==> config.mk <==
export PLATFORM = sky130hd
export DESIGN_NAME = text_mem_arbiter
export DESIGN_NICKNAME = d
export VERILOG_FILES = /design/src/rtl/text_mem_arbiter.sv
export SDC_FILE = /design/constraint.sdc
export NUM_CORES = 1
export LEC_CHECK = 0
export CORE_ASPECT_RATIO = 0.9
export CORE_MARGIN = 8
export CORE_UTILIZATION = 57
export CTS_CLUSTER_SIZE = 28
export DETAILED_ROUTE_END_ITERATION = 8
export PLACE_DENSITY = 0.86
export SYNTH_ARGS = -nofsm -noshare
export SYNTH_HDL_FRONTEND = slang
export SYNTH_SLANG_ARGS = --single-unit
==> constraint.sdc <==
create_clock -name clk -period 8.2 [get_ports clk]
set_clock_uncertainty 0.15 [all_clocks]
set_input_delay 2.05 -clock clk [delete_from_list [all_inputs] [get_ports clk]]
set_output_delay 2.05 -clock clk [all_outputs]
set_load 0.01 [all_outputs]
==> src/rtl/text_mem_arbiter.sv <==
// Single-port text memory arbiter: the renderer's character fetch gets its fixed slot;
// other cycles go to the clear-screen sequencer first, then to buffered CPU writes.
module text_mem_arbiter #(
    parameter int unsigned COLS       = 40,
    parameter int unsigned ROWS       = 30,
    parameter int unsigned FIFO_DEPTH = 4,
    parameter logic [7:0]  FILL_CHAR  = 8'h20
) (
    input  logic        clk,
    input  logic        clr,
    input  logic [9:0]  pixh,
    input  logic [9:0]  pixv,
    input  logic        cpu_wr_valid,
    input  logic [11:0] cpu_wr_addr,
    input  logic [7:0]  cpu_wr_data,
    output logic        cpu_wr_ready,
    input  logic        cpu_cls,
    output logic        busy,
    output logic        mem_en,
    output logic        mem_we,
    output logic [11:0] mem_addr,
    output logic [7:0]  mem_wdata,
    input  logic [7:0]  mem_rdata,
    output logic [7:0]  render_ascii,
    output logic        render_valid
);

    localparam int unsigned CELLS = COLS * ROWS;
    localparam int unsigned AW    = 12;
    localparam int unsigned DW    = 8;
    localparam int unsigned PW    = (FIFO_DEPTH > 1) ? $clog2(FIFO_DEPTH) : 1;
    localparam int unsigned CW    = $clog2(FIFO_DEPTH + 1);

    typedef struct packed {
        logic [AW-1:0] addr;
        logic [DW-1:0] data;
    } wr_entry_t;

    wr_entry_t     fifo_q [FIFO_DEPTH];
    logic [PW-1:0] rd_ptr;
    logic [PW-1:0] wr_ptr;
    logic [CW-1:0] count;
    logic          cls_active;
    logic [AW-1:0] cls_cnt;
    logic          slot_d1;

    logic          visible;
    logic          slot;
    logic [AW-1:0] row;
    logic [AW-1:0] col;
    logic [AW-1:0] render_addr;
    logic          full;
    logic          push;
    logic          pop;
    logic          cls_step;
    wr_entry_t     head;
    logic          unused_pixv_low;

    // Render slot: one fetch per 16-pixel cell, at pixel 14 so data lands before the next cell
    assign visible     = (pixh < 10'd640) && (pixv < 10'd480);
    assign slot        = visible && (pixh[3:0] == 4'd14);
    assign row         = AW'(pixv[9:4]);
    assign col         = AW'(pixh[9:4]);
    assign render_addr = col + (row << 5) + (row << 3);
    assign unused_pixv_low = ^pixv[3:0];

    assign full         = (count == CW'(FIFO_DEPTH));
    assign cpu_wr_ready = !full;
    assign push         = cpu_wr_valid && !full;
    assign cls_step     = !slot && cls_active;
    // No pop on a clear pulse: the head belongs to the batch being flushed
    assign pop          = !slot && !cls_active && !cpu_cls && (count != '0);
    assign head         = fifo_q[rd_ptr];
    assign busy         = cls_active || (count != '0);

    always_comb begin
        mem_en    = 1'b0;
        mem_we    = 1'b0;
        mem_addr  = '0;
        mem_wdata = '0;
        if (slot) begin
            mem_en   = 1'b1;
            mem_addr = render_addr;
        end else if (cls_active) begin
            mem_en    = 1'b1;
            mem_we    = 1'b1;
            mem_addr  = cls_cnt;
            mem_wdata = FILL_CHAR;
        end else if (pop && (head.addr < AW'(CELLS))) begin
            mem_en    = 1'b1;
            mem_we    = 1'b1;
            mem_addr  = head.addr;
            mem_wdata = head.data;
        end
    end

    // Write buffer storage; a clear pulse restarts the buffer at entry 0
    always_ff @(posedge clk) begin
        if (push) begin
            fifo_q[cpu_cls ? PW'(0) : wr_ptr] <= {cpu_wr_addr, cpu_wr_data};
        end
    end

    always_ff @(posedge clk) begin
        if (!clr) begin
            rd_ptr       <= '0;
            wr_ptr       <= '0;
            count        <= '0;
            cls_active   <= 1'b0;
            cls_cnt      <= '0;
            slot_d1      <= 1'b0;
            render_valid <= 1'b0;
            render_ascii <= '0;
        end else begin
            slot_d1      <= slot;
            render_valid <= slot_d1;
            if (slot_d1) begin
                render_ascii <= mem_rdata;
            end

            if (cpu_cls) begin
                // Flush first, then keep a same-cycle write as the sole entry
                rd_ptr     <= '0;
                wr_ptr     <= push ? PW'(1) : PW'(0);
                count      <= CW'(push);
                cls_active <= 1'b1;
                cls_cnt    <= '0;
            end else begin
                if (push) begin
                    wr_ptr <= wr_ptr + PW'(1);
                end
                if (pop) begin
                    rd_ptr <= rd_ptr + PW'(1);
                end
                count <= count + CW'(push) - CW'(pop);
                if (cls_step) begin
                    if (cls_cnt == AW'(CELLS - 1)) begin
                        cls_active <= 1'b0;
                        cls_cnt    <= '0;
                    end else begin
                        cls_cnt <= cls_cnt + AW'(1);
                    end
                end
            end
        end
    end

endmodule

==> results of run 1 <==
[routing by layer]
layer  wire length [um]  vias up
met5                  0        -
met4                 54        0
met3                810        6
met2               5360      108
met1               4320     1559
li1                   -     1466
[state kept, by name, summed over array words and instances, names as in the netlist, named ones only]
name / flops
render_valid: 1
fifo_q: 80
render_ascii: 8
slot_d1: 1
cls_active: 1
wr_ptr: 2
count: 3
cls_cnt: 12
rd_ptr: 2
[final timing paths]
| kind | from | to | slack [ns] |
|---|---|---|---|
| max | pixh[9] | mem_addr[10] | 1.09 |
| min | cls_cnt[1] | cls_cnt[1] | 0.37 |
| max reg2reg | count[1] | count[2] | 5.61 |
| min reg2reg | cls_cnt[1] | cls_cnt[1] | 0.37 |
[synthesized netlist by cell type (all sizes together), types with 10 or more instances]
master,count,area (um^2)
dfxtp,32,641
and3,12,75.1
ha,14,175
nor2,22,82.6
a221o,10,100
edfxtp,80,2400
a21oi,10,53.8
and2,10,62.6
nand2,11,41.3
xnor2,12,105
mux4,20,477
nor3,10,50.1
clkbuf,11,41.3
[through the flow]
step           std cells  hold WS, ns  util, %  area [um^2]  worst slack [ns]
2_1_floorplan        337        0.320        -         4950              2.09
3_5_place_dp         529        0.352     69.6         5910              1.07
3_3_place_gp         529        0.340     69.6         5910              1.08
6_report             545        0.368     72.0         6110              1.09
5_1_grt              545        0.396     72.0         6110             0.941
4_1_cts              545        0.368     72.0         6110              1.06
[layout make-up]
type | instances | area [um^2] | area share (%)
Clock buffer | 9 | 124 | 2.03
Tap cell | 119 | 149 | 2.44
Multi-Input combinational cell | 201 | 1830 | 29.9
Clock inverter | 7 | 75.1 | 1.23
Timing Repair Buffer | 87 | 853 | 14.0
Sequential cell | 112 | 3040 | 49.8
Inverter | 10 | 37.5 | 0.614
[worst min-delay path: cells and delay by family (launching register included)]
family	cells	cell delay [ns]
flops	1	0.36
compound gates	1	0.05
simple gates	1	0.07
[cells by family after synthesis]
logic type / share of synthesized area [%]
DFF: 61.5
and+or+nand+nor: 11.2
AOI/OAI and AO/OA: 5.76
muxes: 11.5
buffers and inverters: 2.15
xor gates and xnor gates: 3.19
adders and majority gates: 4.75
[report_power, final]
part	internal, mW	switching (mW)
logic	0.0657	0.0594
clock network	0.122	0.199
registers	0.622	0.00730
total	0.809	0.266
==> impl_metrics.json, run 1 <==
{
  "ys.flop_type": "edfxtp_1",
  "met1_usage_pct": 21.4,
  "cp_cell_sequence": "clkdlybuf4s50_1 -> fa_1 -> fa_1 -> a21o_1 -> a21o_1 -> a21o_1 -> a211oi_1 -> o2bb2ai_1 -> clkdlybuf4s50_1",
  "tritoncts": "built",
  "die_w_um": 114,
  "critPathRequiredTime_ns": 6.00,
  "ys_seq_area_share_pct": 61.5,
  "crit_type": "in -> out",
  "fin_crit_sh_pct": 86.7,
  "drt_iter0_drc": 163,
  "crit_top_cell": "a21o_1",
  "tightest_slew_ns": 1.18,
  "most-common-layout-cells": "edfxtp_1, clkdlybuf4s50_1, dfxtp_1, nor2_1, ha_1",
  "slowest_delay_ns": 0.54,
  "max_slew_margin_pct": 21.4,
  "hold_viol_final": 0,
  "coreArea_um2": 8490,
  "rsz0062_at_grt": "false",
  "area.growth.synth_to_final_pct": 23.5,
  "outcome": "complete, no violations",
  "clock_latency_ns": 0.37,
  "slowest_stage": "fa_1",
  "cap_violations": 0,
  "grt-ovfl-total": 0,
  "cts_setup_buffers": 0,
  "gp_congestion": 0.838,
  "initial_core_util_pct": 58.3,
  "clk_pin_slew_ns": 0.11,
  "synth_area_um2": 4950,
  "drive_above_1_share_pct": 10.8,
  "wl_per_cell_um": 19.3,
  "cts.path.max_buffers": 2,
  "min_path_cells": 2,
  "cp.depth": 9,
  "async_flop_share_pct": 0,
  "numCtsBuffers": 9,
  "synth_edf_count": 80,
  "clkSinkCount": 112,
  "fin_total_pwr_mw": 1.08,
  "endpoint_kind": "primary output",
  "slew_viol_final": 0,
  "syn_inst": 337,
  "power_density_nw_per_um2": 176,
  "finalSetupTns_ns": 0,
  "drc_errors": 0,
  "use_met3_pct": 6.04,
  "route.vias.total": 3139,
  "pin_count": 85,
  "r2r_cells": 10,
  "antenna_found_initial": 0,
  "min_period_ns": 7.11,
  "syn_avg_cell_area_um2": 14.7,
  "finalSetupViolCount": 0,
  "worst-path-buf-inv": 2,
  "antenna_cells": 0,
  "cts-root-buf": "clkbuf_8",
  "busiest_layer": "met2",
  "num-nets-final": 490,
  "fillCellCount": 577,
  "dieArea_um2": 11900,
  "cts-hold-fix-buffers": 0,
  "critPathMaxFanout": 2,
  "die_y_um": 104,
  "cts_max_level": 3,
  "yosysUniqueCellTypes": 46,
  "hold_class": "reg -> reg",
  "leakagePower_nw": 2.08,
  "routed_wl_um": 10500,
  "critPathLaunchType": "primary input",
  "synth_seq_cells": 112,
  "grt_first_pass_wirelength_um": 16900,
  "groute.usage.overall_pct": 18.3,
  "io_buffers": 80,
  "ctsResizeCount": 0,
  "syn-num-nets": 406,
  "viasPerCell": 5.76,
  "peakVddDrop_mv": 0.169,
  "hpwl_um": 7480,
  "cp.arrival_ns": 4.91,
  "crit_family": "adder cells",
  "fp-row-count": 32,
  "timing.fmax_ghz": 0.141,
  "ant_nets": 0,
  "grtUsageMet2_pct": 31.4,
  "drt-pass1-iter-count": 4,
  "yosysWarnings": 0,
  "grt_pass1_vias": 3293,
  "grt_max_degree": 23
}
Power figures use the tool's default switching activity.
==> run 2: changes to the inputs <==
Settings changed: REMOVE_ABC_BUFFERS set to 1.
==> impl_metrics.json, run 2 (synthesis results as in run 1) <==
{
  "outcome": "complete, no violations",
  "gp_congestion": 0.821,
  "drt-pass1-iter-count": 4,
  "num-nets-final": 490,
  "leakagePower_nw": 2.10,
  "crit_type": "in -> out",
  "fp-row-count": 32,
  "cp_cell_sequence": "clkdlybuf4s50_1 -> fa_1 -> fa_1 -> a21o_1 -> a21o_1 -> a21o_1 -> a211oi_1 -> o2bb2ai_1 -> clkdlybuf4s50_1",
  "cts_setup_buffers": 0,
  "regMostFlops": "fifo_q",
  "ctsResizeCount": 0,
  "wl_per_cell_um": 19.1,
  "critPathMaxFanout": 2,
  "largest_reg_flops": 80,
  "critPathRequiredTime_ns": 6.00,
  "clkSinkCount": 112,
  "cap_violations": 0,
  "area.growth.synth_to_final_pct": 24.1,
  "finalSetupViolCount": 0,
  "tightest_slew_ns": 1.23,
  "endpoint_kind": "primary output",
  "power_density_nw_per_um2": 183,
  "worst-path-buf-inv": 2,
  "grt_first_pass_wirelength_um": 16900,
  "hold_viol_final": 0,
  "most-common-layout-cells": "edfxtp_1, clkdlybuf4s50_1, dfxtp_1, nor2_1, ha_1",
  "pre_cts_ws_ns": 1.03,
  "clk_pin_slew_ns": 0.11,
  "cts-hold-fix-buffers": 0,
  "reg_top3": "fifo_q (80), cls_cnt (12), render_ascii (8)",
  "antenna_found_initial": 0,
  "setup_ws_ns": 1.04,
  "critPathLaunchType": "primary input",
  "groute.usage.overall_pct": 18.1,
  "die_y_um": 104,
  "max_slew_margin_pct": 18.0,
  "holdWs_ns": 0.383,
  "finalSetupTns_ns": 0,
  "pin_count": 85,
  "die_w_um": 114,
  "min_period_ns": 7.16,
  "hold_class": "reg -> reg",
  "viasPerCell": 5.77,
  "cp.arrival_ns": 4.96,
  "routed_wl_um": 10400,
  "io_buffers": 80,
  "timing.fmax_ghz": 0.140,
  "route.vias.total": 3142,
  "grt_max_degree": 21,
  "drive_above_1_share_pct": 10.8,
  "ant_nets": 0,
  "antenna_cells": 0,
  "clock_latency_ns": 0.37,
  "numCtsBuffers": 9,
  "cts-root-buf": "clkbuf_8",
  "dieArea_um2": 11900,
  "fin_crit_sh_pct": 87.3,
  "drc_errors": 0,
  "peakVddDrop_mv": 0.117,
  "slowest_delay_ns": 0.56,
  "cts_max_level": 3,
  "slowest_stage": "fa_1",
  "tritoncts": "built",
  "rsz0062_at_grt": "false",
  "crit_top_cell": "a21o_1",
  "hpwl_um": 7360,
  "grt-ovfl-total": 0,
  "coreArea_um2": 8490,
  "drt_iter0_drc": 158,
  "initial_core_util_pct": 58.3,
  "grt_pass1_vias": 3340,
  "cts.path.max_buffers": 2,
  "crit_family": "adder cells",
  "slew_viol_final": 0
}
==> run 2: cell count changes in the layout (fill, tap and decap cells not counted), sizes merged <==
cell      delta
clkinvlp     -1
inv          +1
bufinv       +2
clkinv       -2
==> run 2: layout make-up <==
type                            instances  area [um^2]
Clock buffer                            9          124
Clock inverter                          7          106
Fill cell                             563         2350
Inverter                               10         37.5
Multi-Input combinational cell        201         1830
Sequential cell                       112         3040
Tap cell                              119          149
Timing Repair Buffer                   87          853
==> run 2: worst paths after layout <==
| check | startpoint | end | slack [ns] | cells past startpoint |
|---|---|---|---|---|
| setup / recovery | pixh[9] | mem_addr[10] | 1.04 | 9 |
| hold / removal | render_ascii[6] | render_ascii[6] | 0.38 | 2 |
| setup reg to reg | count[1] | count[2] | 5.39 | 10 |
| hold reg to reg | render_ascii[6] | render_ascii[6] | 0.38 | 2 |
==> run 2: per-layer routing <==
layer / global-route usage, % / up-vias / wire, um
met1: 21.5 / 1548 / 4240
met3: 4.59 / 10 / 709
li1: - / 1471 / -
met2: 30.9 / 113 / 5340
met4: 6.46 / 0 / 123
met5: 0 / - / 0
==> run 2: report_power, final <==
part,internal [mW],switching (mW),total [mW]
registers,0.622,0.00720,0.629
logic,0.0657,0.0597,0.125
clock network,0.179,0.188,0.367
total,0.866,0.255,1.12
==> run 2: through the flow <==
step | instances | instance area (um^2) | util, % | power [mW]
floorplan | 323 | 4880 | - | 0.706
detailed placement | 529 | 5910 | 69.6 | 0.767
global route | 545 | 6140 | 72.3 | 1.16
global placement | 529 | 5910 | 69.6 | 0.760
finish | 545 | 6140 | 72.3 | 1.12
CTS | 545 | 6140 | 72.3 | 1.13
==> run 2: worst register-to-register path, delay by kind of cell (launching register included) <==
kind | cells | cell delay (ns)
adder cells (fa/ha/maj) | 3 | 0.89
AO/OA/AOI/OAI | 1 | 0.42
flip-flops | 1 | 0.42
buffers and inverters | 2 | 0.21
AND/OR/NAND/NOR | 2 | 0.15
XOR/XNOR | 2 | 0.45
==> run 3: changes to the inputs <==
Settings changed: CORE_MARGIN 8 to 10.
==> impl_metrics.json, run 3 (synthesis results as in run 1) <==
{
  "cts_setup_buffers": 0,
  "coreArea_um2": 8530,
  "max_slew_margin_pct": 23.0,
  "routed_wl_um": 10500,
  "leakagePower_nw": 2.08,
  "hold_class": "reg -> reg",
  "slowest_delay_ns": 0.52,
  "drc_errors": 0,
  "power_density_nw_per_um2": 173,
  "grt_max_degree": 21,
  "crit_type": "in -> out",
  "ctsResizeCount": 0,
  "cts-root-buf": "clkbuf_8",
  "critPathLaunchType": "primary input",
  "cts.path.max_buffers": 2,
  "slowest_stage": "clkdlybuf4s50_1",
  "regMostFlops": "fifo_q",
  "critPathMaxFanout": 2,
  "endpoint_kind": "primary output",
  "die_w_um": 118,
  "largest_reg_flops": 80,
  "route.met3.wl_um": 629,
  "peakVddDrop_mv": 0.110,
  "antenna_cells": 0,
  "critPathRequiredTime_ns": 6.00,
  "num-nets-final": 491,
  "area.growth.synth_to_final_pct": 23.2,
  "antenna_found_initial": 0,
  "drive_above_1_share_pct": 10.8,
  "route.vias.total": 3115,
  "viasPerCell": 5.71,
  "worst-path-buf-inv": 2,
  "reg_top3": "fifo_q (80), cls_cnt (12), render_ascii (8)",
  "pin_count": 85,
  "fin_crit_sh_pct": 87.1,
  "rrSetupSlack_ns": 5.57,
  "highest_layer": "met4",
  "cap_violations": 0,
  "rsz0062_at_grt": "false",
  "io_buffers": 80,
  "numCtsBuffers": 9,
  "hpwl_um": 7600,
  "hold_viol_final": 0,
  "timing.fmax_ghz": 0.140,
  "finalSetupViolCount": 0,
  "grt-ovfl-total": 0,
  "most-common-layout-cells": "edfxtp_1, clkdlybuf4s50_1, dfxtp_1, nor2_1, ha_1",
  "drt_iter0_drc": 172,
  "fp-row-count": 32,
  "dieArea_um2": 12800,
  "tightest_slew_ns": 1.15,
  "ant_nets": 0,
  "gp_congestion": 0.823,
  "crit_family": "buffers and inverters",
  "cts_max_level": 3,
  "drt-pass1-iter-count": 4,
  "cts-hold-fix-buffers": 0,
  "grt_pass1_vias": 3236,
  "finalSetupTns_ns": 0,
  "pre_cts_ws_ns": 1.07,
  "clock_latency_ns": 0.37,
  "setup_ws_ns": 1.06,
  "die_y_um": 108,
  "cp_cell_sequence": "clkdlybuf4s50_1 -> fa_1 -> fa_1 -> a21o_1 -> a21o_1 -> a21o_1 -> a211oi_1 -> o2bb2ai_1 -> clkdlybuf4s50_1",
  "slew_viol_final": 0,
  "wl_met1_um": 4300,
  "groute.usage.overall_pct": 16.7,
  "clk_pin_slew_ns": 0.11,
  "min_period_ns": 7.14,
  "initial_core_util_pct": 58.0,
  "wl_met2_um": 5380,
  "fillCellCount": 599,
  "cp.arrival_ns": 4.94,
  "grt_first_pass_wirelength_um": 16800,
  "clkSinkCount": 112,
  "crit_top_cell": "a21o_1",
  "wl_per_cell_um": 19.1,
  "outcome": "complete, no violations",
  "tritoncts": "built"
}
==> run 3: cell types whose count changed in the layout (fill, tap and decap cells not counted) <==
cell / before / now
clkinv_2: 0 / 1
clkinv_1: 1 / 2
inv_8: 1 / 2
clkinv_4: 0 / 2
inv_6: 4 / 0
buf_4: 7 / 8
bufinv_16: 2 / 0
clkinvlp_4: 0 / 1
==> run 3: cell type report <==
| cell class | count | area, um^2 | share of cell area, % |
|---|---|---|---|
| repair buffers | 88 | 861 | 14.1 |
| multi-input cells | 201 | 1830 | 30.0 |
| well taps | 119 | 149 | 2.44 |
| inverters | 10 | 37.5 | 0.616 |
| clock buffers | 9 | 124 | 2.03 |
| clock inverters | 7 | 56.3 | 0.923 |
| flip-flops and latches | 112 | 3040 | 49.9 |
==> run 3: worst paths after layout <==
path	from	end	cells after the start
worst max register to register	count[1]	count[2]	10
worst max-delay path	pixv[4]	mem_addr[10]	9
worst min register to register	cls_cnt[1]	cls_cnt[1]	2
worst min-delay path	cls_cnt[1]	cls_cnt[1]	2
==> run 3: worst reg2reg max path, stage by stage, from the launching register on <==
cell and delay (ns):
dfxtp_1 0.41, nor2_1 0.08, a21boi_1 0.37, inv_1 0.18
ha_1 0.31, inv_1 0.04, ha_1 0.19, fa_1 0.38
xnor2_1 0.19, xnor2_1 0.14, nor2_1 0.06
==> run 3: metal layers <==
layer	vias to the layer above	track usage, %
li1	1471	-
met5	-	0
met2	102	28.5
met3	9	4.12
met1	1533	20.0
met4	0	7.32
==> run 3: where the power goes <==
group | total (mW) | switching, mW | leakage (nW) | internal [mW]
Combinational | 0.124 | 0.0582 | 0.993 | 0.0659
Clock | 0.301 | 0.186 | 0.0907 | 0.114
Sequential | 0.629 | 0.00738 | 0.993 | 0.622
==> run 3: per-stage QoR <==
stage | total power, mW | util [%] | hold WS [ns] | cell area, um^2 | cells
after floorplan | 0.706 | - | 0.320 | 4880 | 323
after global placement | 0.760 | 69.4 | 0.338 | 5920 | 530
after detailed placement | 0.766 | 69.4 | 0.353 | 5920 | 530
after CTS | 1.06 | 71.5 | 0.371 | 6100 | 546
after global routing | 1.10 | 71.5 | 0.395 | 6100 | 546
final | 1.05 | 71.5 | 0.369 | 6100 | 546
